`config.mk`:
```
export PLATFORM = sky130hd
export DESIGN_NAME = vga_timing_gen
export DESIGN_NICKNAME = d
export VERILOG_FILES = /design/src/rtl/vga_timing_gen.sv
export SDC_FILE = /design/constraint.sdc
export NUM_CORES = 1
export LEC_CHECK = 0
export CORE_ASPECT_RATIO = 2
export CORE_MARGIN = 5
export CORE_UTILIZATION = 35
export DETAILED_ROUTE_END_ITERATION = 7
export DONT_BUFFER_PORTS = 1
export PLACE_DENSITY = 0.55
export SLEW_MARGIN = 20
export SYNTH_ARGS = -nofsm -noshare
export SYNTH_HDL_FRONTEND = slang
export SYNTH_SLANG_ARGS = --single-unit
```
`constraint.sdc`:
```
create_clock -name VGA_CLK_IN -period 3.2 [get_ports VGA_CLK_IN]
set_input_delay 0.64 -clock VGA_CLK_IN [delete_from_list [all_inputs] [get_ports VGA_CLK_IN]]
set_output_delay 0.64 -clock VGA_CLK_IN [all_outputs]
set_load 0.02 [all_outputs]
```
`src/rtl/vga_timing_gen.sv`:
```
// Parametrised VGA timing generator: x/y counters, pixel requests, frame/line strobes,
// and sync/DE/colour re-aligned to the pixel source read latency (PIPE clocks).
module vga_timing_gen #(
   parameter int H_ACTIVE = 640,
   parameter int H_FP     = 16,
   parameter int H_SYNC   = 96,
   parameter int H_BP     = 48,
   parameter int V_ACTIVE = 480,
   parameter int V_FP     = 10,
   parameter int V_SYNC   = 2,
   parameter int V_BP     = 33,
   parameter bit H_POL    = 1'b0,
   parameter bit V_POL    = 1'b0,
   parameter int CNT_W    = 10,
   parameter int COLOR_W  = 8,
   parameter int PIPE     = 2
) (
   input  logic               VGA_CLK_IN,
   input  logic               RST,
   input  logic               i_enable,
   input  logic [COLOR_W-1:0] i_red,
   input  logic [COLOR_W-1:0] i_green,
   input  logic [COLOR_W-1:0] i_blue,
   output logic [CNT_W-1:0]   o_x,
   output logic [CNT_W-1:0]   o_y,
   output logic               o_req,
   output logic               o_frame_start,
   output logic               o_line_start,
   output logic               o_hsync,
   output logic               o_vsync,
   output logic               o_de,
   output logic [COLOR_W-1:0] o_red,
   output logic [COLOR_W-1:0] o_green,
   output logic [COLOR_W-1:0] o_blue,
   output logic               VGA_CLK_OUT
);

   localparam int H_TOTAL = H_ACTIVE + H_FP + H_SYNC + H_BP;
   localparam int V_TOTAL = V_ACTIVE + V_FP + V_SYNC + V_BP;

   localparam logic [31:0] H_ACT_W  = 32'(H_ACTIVE);
   localparam logic [31:0] V_ACT_W  = 32'(V_ACTIVE);
   localparam logic [31:0] HS_START = 32'(H_ACTIVE + H_FP);
   localparam logic [31:0] HS_END   = 32'(H_ACTIVE + H_FP + H_SYNC);
   localparam logic [31:0] VS_START = 32'(V_ACTIVE + V_FP);
   localparam logic [31:0] VS_END   = 32'(V_ACTIVE + V_FP + V_SYNC);

   localparam logic [CNT_W-1:0] H_LAST = CNT_W'(H_TOTAL - 1);
   localparam logic [CNT_W-1:0] V_LAST = CNT_W'(V_TOTAL - 1);

   // cx/cy hold the position to be presented on the next enabled clock, so the
   // first enabled edge after reset or idle always presents (0,0).
   logic [CNT_W-1:0] cx;
   logic [CNT_W-1:0] cy;
   logic [31:0]      cx_w;
   logic [31:0]      cy_w;
   logic             raw_hs;
   logic             raw_vs;
   logic             raw_de;

   logic [PIPE:0]    hs_pipe;
   logic [PIPE:0]    vs_pipe;
   logic [PIPE:0]    de_pipe;

   assign VGA_CLK_OUT = VGA_CLK_IN;

   assign cx_w = 32'(cx);
   assign cy_w = 32'(cy);

   // vsync depends only on cy, which changes only when x wraps, so it moves at x=0.
   always_comb begin
      raw_hs = (cx_w >= HS_START) && (cx_w < HS_END);
      raw_vs = (cy_w >= VS_START) && (cy_w < VS_END);
      raw_de = (cx_w < H_ACT_W) && (cy_w < V_ACT_W);
   end

   // o_req is a pure request strobe: there is no ready, the source must answer
   // every request with colour exactly PIPE clocks later.
   always_ff @(posedge VGA_CLK_IN or posedge RST) begin
      if (RST) begin
         cx            <= '0;
         cy            <= '0;
         o_x           <= '0;
         o_y           <= '0;
         o_req         <= 1'b0;
         o_frame_start <= 1'b0;
         o_line_start  <= 1'b0;
         hs_pipe       <= '0;
         vs_pipe       <= '0;
         de_pipe       <= '0;
         o_hsync       <= ~H_POL;
         o_vsync       <= ~V_POL;
         o_de          <= 1'b0;
         o_red         <= '0;
         o_green       <= '0;
         o_blue        <= '0;
      end else begin
         if (i_enable) begin
            o_x           <= cx;
            o_y           <= cy;
            o_req         <= raw_de;
            o_frame_start <= (cx == '0) && (cy == '0);
            o_line_start  <= (cx == '0);
            hs_pipe[0]    <= raw_hs;
            vs_pipe[0]    <= raw_vs;
            de_pipe[0]    <= raw_de;
            if (cx == H_LAST) begin
               cx <= '0;
               cy <= (cy == V_LAST) ? '0 : cy + 1'b1;
            end else begin
               cx <= cx + 1'b1;
            end
         end else begin
            cx            <= '0;
            cy            <= '0;
            o_x           <= '0;
            o_y           <= '0;
            o_req         <= 1'b0;
            o_frame_start <= 1'b0;
            o_line_start  <= 1'b0;
            hs_pipe[0]    <= 1'b0;
            vs_pipe[0]    <= 1'b0;
            de_pipe[0]    <= 1'b0;
         end

         for (int k = 1; k <= PIPE; k++) begin
            hs_pipe[k] <= hs_pipe[k-1];
            vs_pipe[k] <= vs_pipe[k-1];
            de_pipe[k] <= de_pipe[k-1];
         end

         o_hsync <= hs_pipe[PIPE] ? H_POL : ~H_POL;
         o_vsync <= vs_pipe[PIPE] ? V_POL : ~V_POL;
         o_de    <= de_pipe[PIPE];
         o_red   <= de_pipe[PIPE] ? i_red   : '0;
         o_green <= de_pipe[PIPE] ? i_green : '0;
         o_blue  <= de_pipe[PIPE] ? i_blue  : '0;
      end
   end

endmodule

```
# [Yosys cells after proc, flatten, opt, wreduce, memory -nomap -nowiden]
# Cells that the tools add are included.
[op_classes] addsub=2 multipliers=0 div=0 order_cmp=6 eq_ne=3 shifts=0 muxes=17 bitwise=0 reduce_logical=6
[ops] operator="10-bit 2-to-1 mux" n=7
[ops] operator="8-bit 2-to-1 mux" n=3
[ops] operator="10-bit by 1-bit adder with 10-bit output (second input constant)" n=2
[ops] operator="10-bit == test (second input constant)" n=2
[ops] operator="10-bit zero test" n=2
[ops] operator="10-bit less-than comparator (second input constant)" n=2
[ops] operator="10-bit by 9-bit less-than comparator with 1-bit output (second input constant)" n=2
[ops] operator="10-bit >= comparator (second input constant)" n=1
[ops] operator="10-bit by 9-bit >= comparator with 1-bit output (second input constant)" n=1
[ops] operator="1-bit 2-to-1 mux" n=7
[ops] operator="1-bit logical AND" n=4
[ops] operator="2-bit by 1-bit != test with 1-bit output (second input constant)" n=1
[totals] ff_bits=79 latch_bits=0 mem_bits_rw=0 mem_bits_ro=0 inputBits=27 output_inout_bits=51 elab_cells=50 mem_count=0

# [Logic depth before layout (Yosys ltp)]
# Gate-level depths: netlist of the first run.
[depth] ltp_word=4 mapped_depth=7 ltp_nobuf=6

==> results.yml, run 1 <==
global_route:
  grt_pass1_wl_um: 9439
  grt_max_degree: 55
  grt_usage: 0.1212
  grt_overflow_total: 0
  grt_pass1_vias: 1805
  antenna_found_initial: 0
setup_path:
  path_max_fanout: 2
  startpoint_type: "clock port"
  arrival_ps: 1600
  endpoint_kind: "primary output"
  crit_type: "clk -> out"
  worstPathRequired_ps: 2560
yosys:
  syn_inst: 240
  synth_area_sq_um: 2945
  netlist_top_cells_area: "dfrtp_1, and2_1, ha_1, dfstp_2, nand2_1"
  syn-num-nets: 272
  synth-seq-cells: 78
  ys_top_cells_by_count: "dfrtp_1, and2_1, nand2_1, nor2_1, nand3_1"
  synth_warnings: 0
  syn_area_per_cell_sq_um: 12.27
  synth_top_area_share: 0.6457
  synth_top_area_cell: "dfrtp_1"
  async_reset_ff_frac: 1.000
  yosysMostFrequentCell: "dfrtp_1"
  synth_edf_count: 0
  netlist-cell-type-count: 39
  synth_flop_cell: "dfrtp_1"
  ys_seq_area_frac: 0.6636
timing:
  tightest_slew_ps: 908.3
  finalSetupViolCount: 0
  slew_headroom: 0.3938
  drv_slew: 0
  skew_ps: 7.702
  rsz0062_at_grt: "no"
  finalSetupTns_ps: 0
  hold_viol_final: 0
  setup_slack_ps: 959.3
floorplanning:
  num_rows: 47
  core_area_sq_um: 8233
  ios: 78
  die-area_sq_um: 10460
  die_h_um: 139.7
  die_w_um: 74.87
  start_util: 0.3578
clocking:
  post_cts_buffers: 0
  cts-resized-gates: 0
  h-tree-depth: 3
  clk_pin_slew_ps: 60
  clk_latency_ps: 330
  cts_buffer_depth: 2
  cts_tree: "yes"
  numCtsBuffers: 9
  clockRootBuffer: "clkbuf_16"
  clkSinkCount: 78
  ctsHoldBuffers: 0
final_layout:
  area_delta_synth_final_pct: 12.79
  drive_gt1_frac: 0.1044
  fillers: 776
  fin_nets: 276
  n_antenna_cell: 0
route:
  vias: 1699
  drcViolationCount: 0
  vias_per_cell: 4.896
  postRouteAntennaNets: 0
  wirelength_um: 5835
  dr.pass1.iters: 4
  drt-initial-drc-count: 84
  wire_per_inst_um: 16.82
flow_run:
  drv_cap: 0
pwr:
  peakVddDrop_uv: 266.6
  p_per_area_nw_per_um2: 638.4
  fin_total_pwr_w: 0.002121
  p_leak_nw: 1.577
min_path:
  hold_path_class: "reg -> reg"
placed_design:
  routabilityCongestion: 0.8209
  hpwlAfterDp_um: 4192
  place.port_buffers: 0
  pre_cts_ws_ps: 960.0
outcome:
  outcome: "finished clean"
==> where the power goes <==
| group | total [W] | internal [W] | switching, W |
|---|---|---|---|
| sequential | 0.00109 | 0.00102 | 0.0000636 |
| combinational | 0.0000617 | 0.0000230 | 0.0000387 |
| clock | 0.000972 | 0.000605 | 0.000367 |
| total | 0.00212 | 0.00165 | 0.000470 |
==> area by class of cell <==
| cell class | instances | area [sq um] | area share |
|---|---|---|---|
| multi-input cells | 144 | 904.6 | 0.2723 |
| clock inverters | 5 | 57.56 | 0.01733 |
| flip-flops and latches | 78 | 1954 | 0.5883 |
| repair buffers | 2 | 15.01 | 0.004520 |
| inverters | 9 | 35.03 | 0.01055 |
| well taps | 98 | 122.6 | 0.03691 |
| clock buffers | 11 | 232.7 | 0.07006 |
==> cells by family (layout without fill, tap and decap cells) <==
kind of cell | Yosys count | after routing | synth area share
adder cells (fa/ha/maj) | 5 | 5 | 0.02124
flip-flops | 78 | 78 | 0.6635
buffers and inverters | 18 | 27 | 0.02931
AND/OR/NAND/NOR | 112 | 112 | 0.2260
XOR/XNOR | 8 | 8 | 0.02379
AO/OA/AOI/OAI | 19 | 19 | 0.03610
==> sequential cells by signal, summed over array words and instances, names as in the netlist <==
name and cells:
cx 10, cy 10, o_x 10, o_y 10
o_blue 8, o_green 8, o_red 8, de_pipe 3
hs_pipe 3, vs_pipe 3, o_de 1, o_frame_start 1
o_hsync 1, o_line_start 1, o_vsync 1
==> placed cells by master, fill, tap and decap left out, drive strengths merged, types with 3 or more instances in the layout <==
master and count:
and3 9, or4 4, a31oi 3, nand3b 3, and2 40, a21oi 7, clkinv 5, o21ai 6
dfrtp 76, nand3 11, nand2 14, nor3 5, xor2 6, clkbuf 11, inv 8, nor2 15
ha 5
==> per-stage QoR <==
step	area, sq um	util	std cells	hold WS (ps)
global placement	3032	0.3682	331	335.3
detailed placement	3032	0.3682	331	336.4
CTS	3322	0.4035	347	349.6
global route	3322	0.4035	347	367.2
finish	3322	0.4035	347	348.8
floorplan	2945	-	240	331.2
==> final timing paths <==
check,from,to,slack (ps),cells past startpoint
min,vs_pipe[0],vs_pipe[1],350,0
max reg2reg,cx[0],cy[7],1220,5
min in group asynchronous,RST,o_y[7],370,1
min reg2reg,vs_pipe[0],vs_pipe[1],350,0
max,VGA_CLK_IN,VGA_CLK_OUT,960,0
max in group asynchronous,RST,o_vsync,2060,2
==> layer usage <==
layer,vias to the layer above,share of wire,track usage
met2,59,0.55,0.2070
met3,12,0.075,0.03177
met1,819,0.34,0.1246
met5,-,0,0
met4,0,0.034,0.07692
li1,809,-,-
Power figures use the tool's default switching activity.
==> inputs of run 2 (changes only) <==
==> constraint.sdc (replaced) <==
create_clock -name VGA_CLK_IN -period 2.15 [get_ports VGA_CLK_IN]
set_input_delay 0.43 -clock VGA_CLK_IN [delete_from_list [all_inputs] [get_ports VGA_CLK_IN]]
set_output_delay 0.43 -clock VGA_CLK_IN [all_outputs]
set_load 0.02 [all_outputs]
==> run 2 against run 1 <==
  * Via count increased by 2.6%
  * Final cell count grew 0.58%
  * Global-route usage about the same
  * Total power up 45%
  * Core utilization increased by 0.24 points
  * Clock power grew 40%
  * Sequential share of layout area decreased by 0.35 points
  * Worst setup slack lost 780 ps
  * First-iteration DRC count decreased by 7.1%
  * Clock skew down 3.8 ps
  * Sequential cell count did not move
  * Highest routed layer unchanged
==> results.yml, run 2 (synthesis results as in run 1) <==
clocking:
  clkSinkCount: 78
  cts_tree: "yes"
  cts_buffer_depth: 2
  h-tree-depth: 3
  clockRootBuffer: "clkbuf_16"
  numCtsBuffers: 9
  clk_pin_slew_ps: 60
  cts-resized-gates: 0
  ctsHoldBuffers: 1
  post_cts_buffers: 0
  clk_latency_ps: 330
timing:
  finalSetupTns_ps: 0
  tightest_slew_ps: 558.2
  finalSetupViolCount: 0
  fin_crit_sh: 0.9168
  hold_viol_final: 0
  period_needed_ps: 1971
  drv_slew: 0
  max_freq_ghz: 0.5073
  rsz0062_at_grt: "no"
  skew_ps: 3.901
  setup_slack_ps: 179.0
  slew_headroom: 0.6245
setup_path:
  arrival_ps: 2220
  reg2reg_depth: 5
  crit_type: "reg -> reg"
  worstPathRequired_ps: 2400
  path_max_fanout: 13
  r2r_slack_ps: 180
  startpoint_type: "flip-flop"
  rr_startpoint: "cx[0]"
  endpoint_kind: "flip-flop"
  rr_endpoint: "cy[7]"
global_route:
  grt_usage: 0.1209
  grt_max_degree: 46
  grt_pass1_wl_um: 9335
  grt_overflow_total: 0
  antenna_found_initial: 0
  grt_pass1_vias: 1796
route:
  wire_per_inst_um: 16.81
  wirelength_um: 5867
  drt-initial-drc-count: 78
  dr.pass1.iters: 4
  drcViolationCount: 0
  postRouteAntennaNets: 0
  vias_per_cell: 4.997
  vias: 1744
min_path:
  hold_end: "o_green[4]"
  worstHoldPathCells: 1
  worstHoldStart: "i_green[4]"
  hold_path_class: "in -> reg"
placed_design:
  numPlacedInstances: 332
  postPlaceCellArea_sq_um: 3054
  place.port_buffers: 0
  routabilityCongestion: 0.8032
  pre_cts_ws_ps: 185.2
  hpwlAfterDp_um: 4264
floorplanning:
  ios: 78
  die-area_sq_um: 10460
  die_w_um: 74.87
  start_util: 0.3578
  core_area_sq_um: 8233
  num_rows: 47
  die_h_um: 139.7
final_layout:
  final_cell_area_sq_um: 3342
  fin_nets: 278
  n_antenna_cell: 0
  layout_common_cells: "dfrtp_1, and2_1, nand2_1, nor2_1, nand3_1"
  drive_gt1_frac: 0.1116
  instances_no_fill: 349
  final_common_cell: "dfrtp_1"
  area_delta_synth_final_pct: 13.47
pwr:
  peakVddDrop_uv: 375.3
  p_per_area_nw_per_um2: 921.0
  p_leak_nw: 1.578
  fin_total_pwr_w: 0.003078
outcome:
  outcome: "finished clean"
flow_run:
  drv_cap: 0
## run 2: cell type report
class / count / area, sq um
inverter: 9 / 37.54
clock inverter: 5 / 35.03
sequential: 78 / 1954
fill: 763 / 4891
timing repair buffer: 4 / 45.04
tap: 98 / 122.6
multi-input combinational: 144 / 904.6
clock buffer: 11 / 242.7
## run 2: routing by layer
metal,global-route usage,part of all wire,up-vias
li1,-,-,811
met1,0.1201,0.33,850
met2,0.1978,0.54,71
met3,0.05487,0.099,12
met4,0.07317,0.033,0
met5,0,0,-
## run 2: worst max-delay path by stage
| stage | from | endpoint | slack, ps |
|---|---|---|---|
| 6_report | cx[0] | cy[7] | 180 |
| 4_1_cts | cx[0] | cy[7] | 170 |
| 5_1_grt | cx[0] | cy[5] | 4 |
| 3_3_place_gp | cx[0] | cy[7] | 270 |
| 3_5_place_dp | cx[0] | cy[7] | 190 |
| 2_1_floorplan | cy[0] | cy[8] | 510 |
## run 2: worst max-delay path, cell delays in order (launching register included)
cell and delay (ps):
dfrtp_1 400, ha_1 200, and3_1 310, nand3_2 260, or4b_1 570, a21oi_1 150
## run 2: through the flow
step | hold WS, ps | utilization
2_1_floorplan | 331.2 | -
3_3_place_gp | 241.3 | 0.3710
3_5_place_dp | 243.2 | 0.3710
4_1_cts | 219.9 | 0.4059
5_1_grt | 213.5 | 0.4059
6_report | 234.1 | 0.4059
## run 2: report_power, final
part | internal [W] | total [W] | switching (W)
sequential | 0.00152 | 0.00162 | 0.0000950
clock | 0.000812 | 0.00136 | 0.000552
combinational | 0.0000394 | 0.0000969 | 0.0000575
total | 0.00237 | 0.00308 | 0.000705
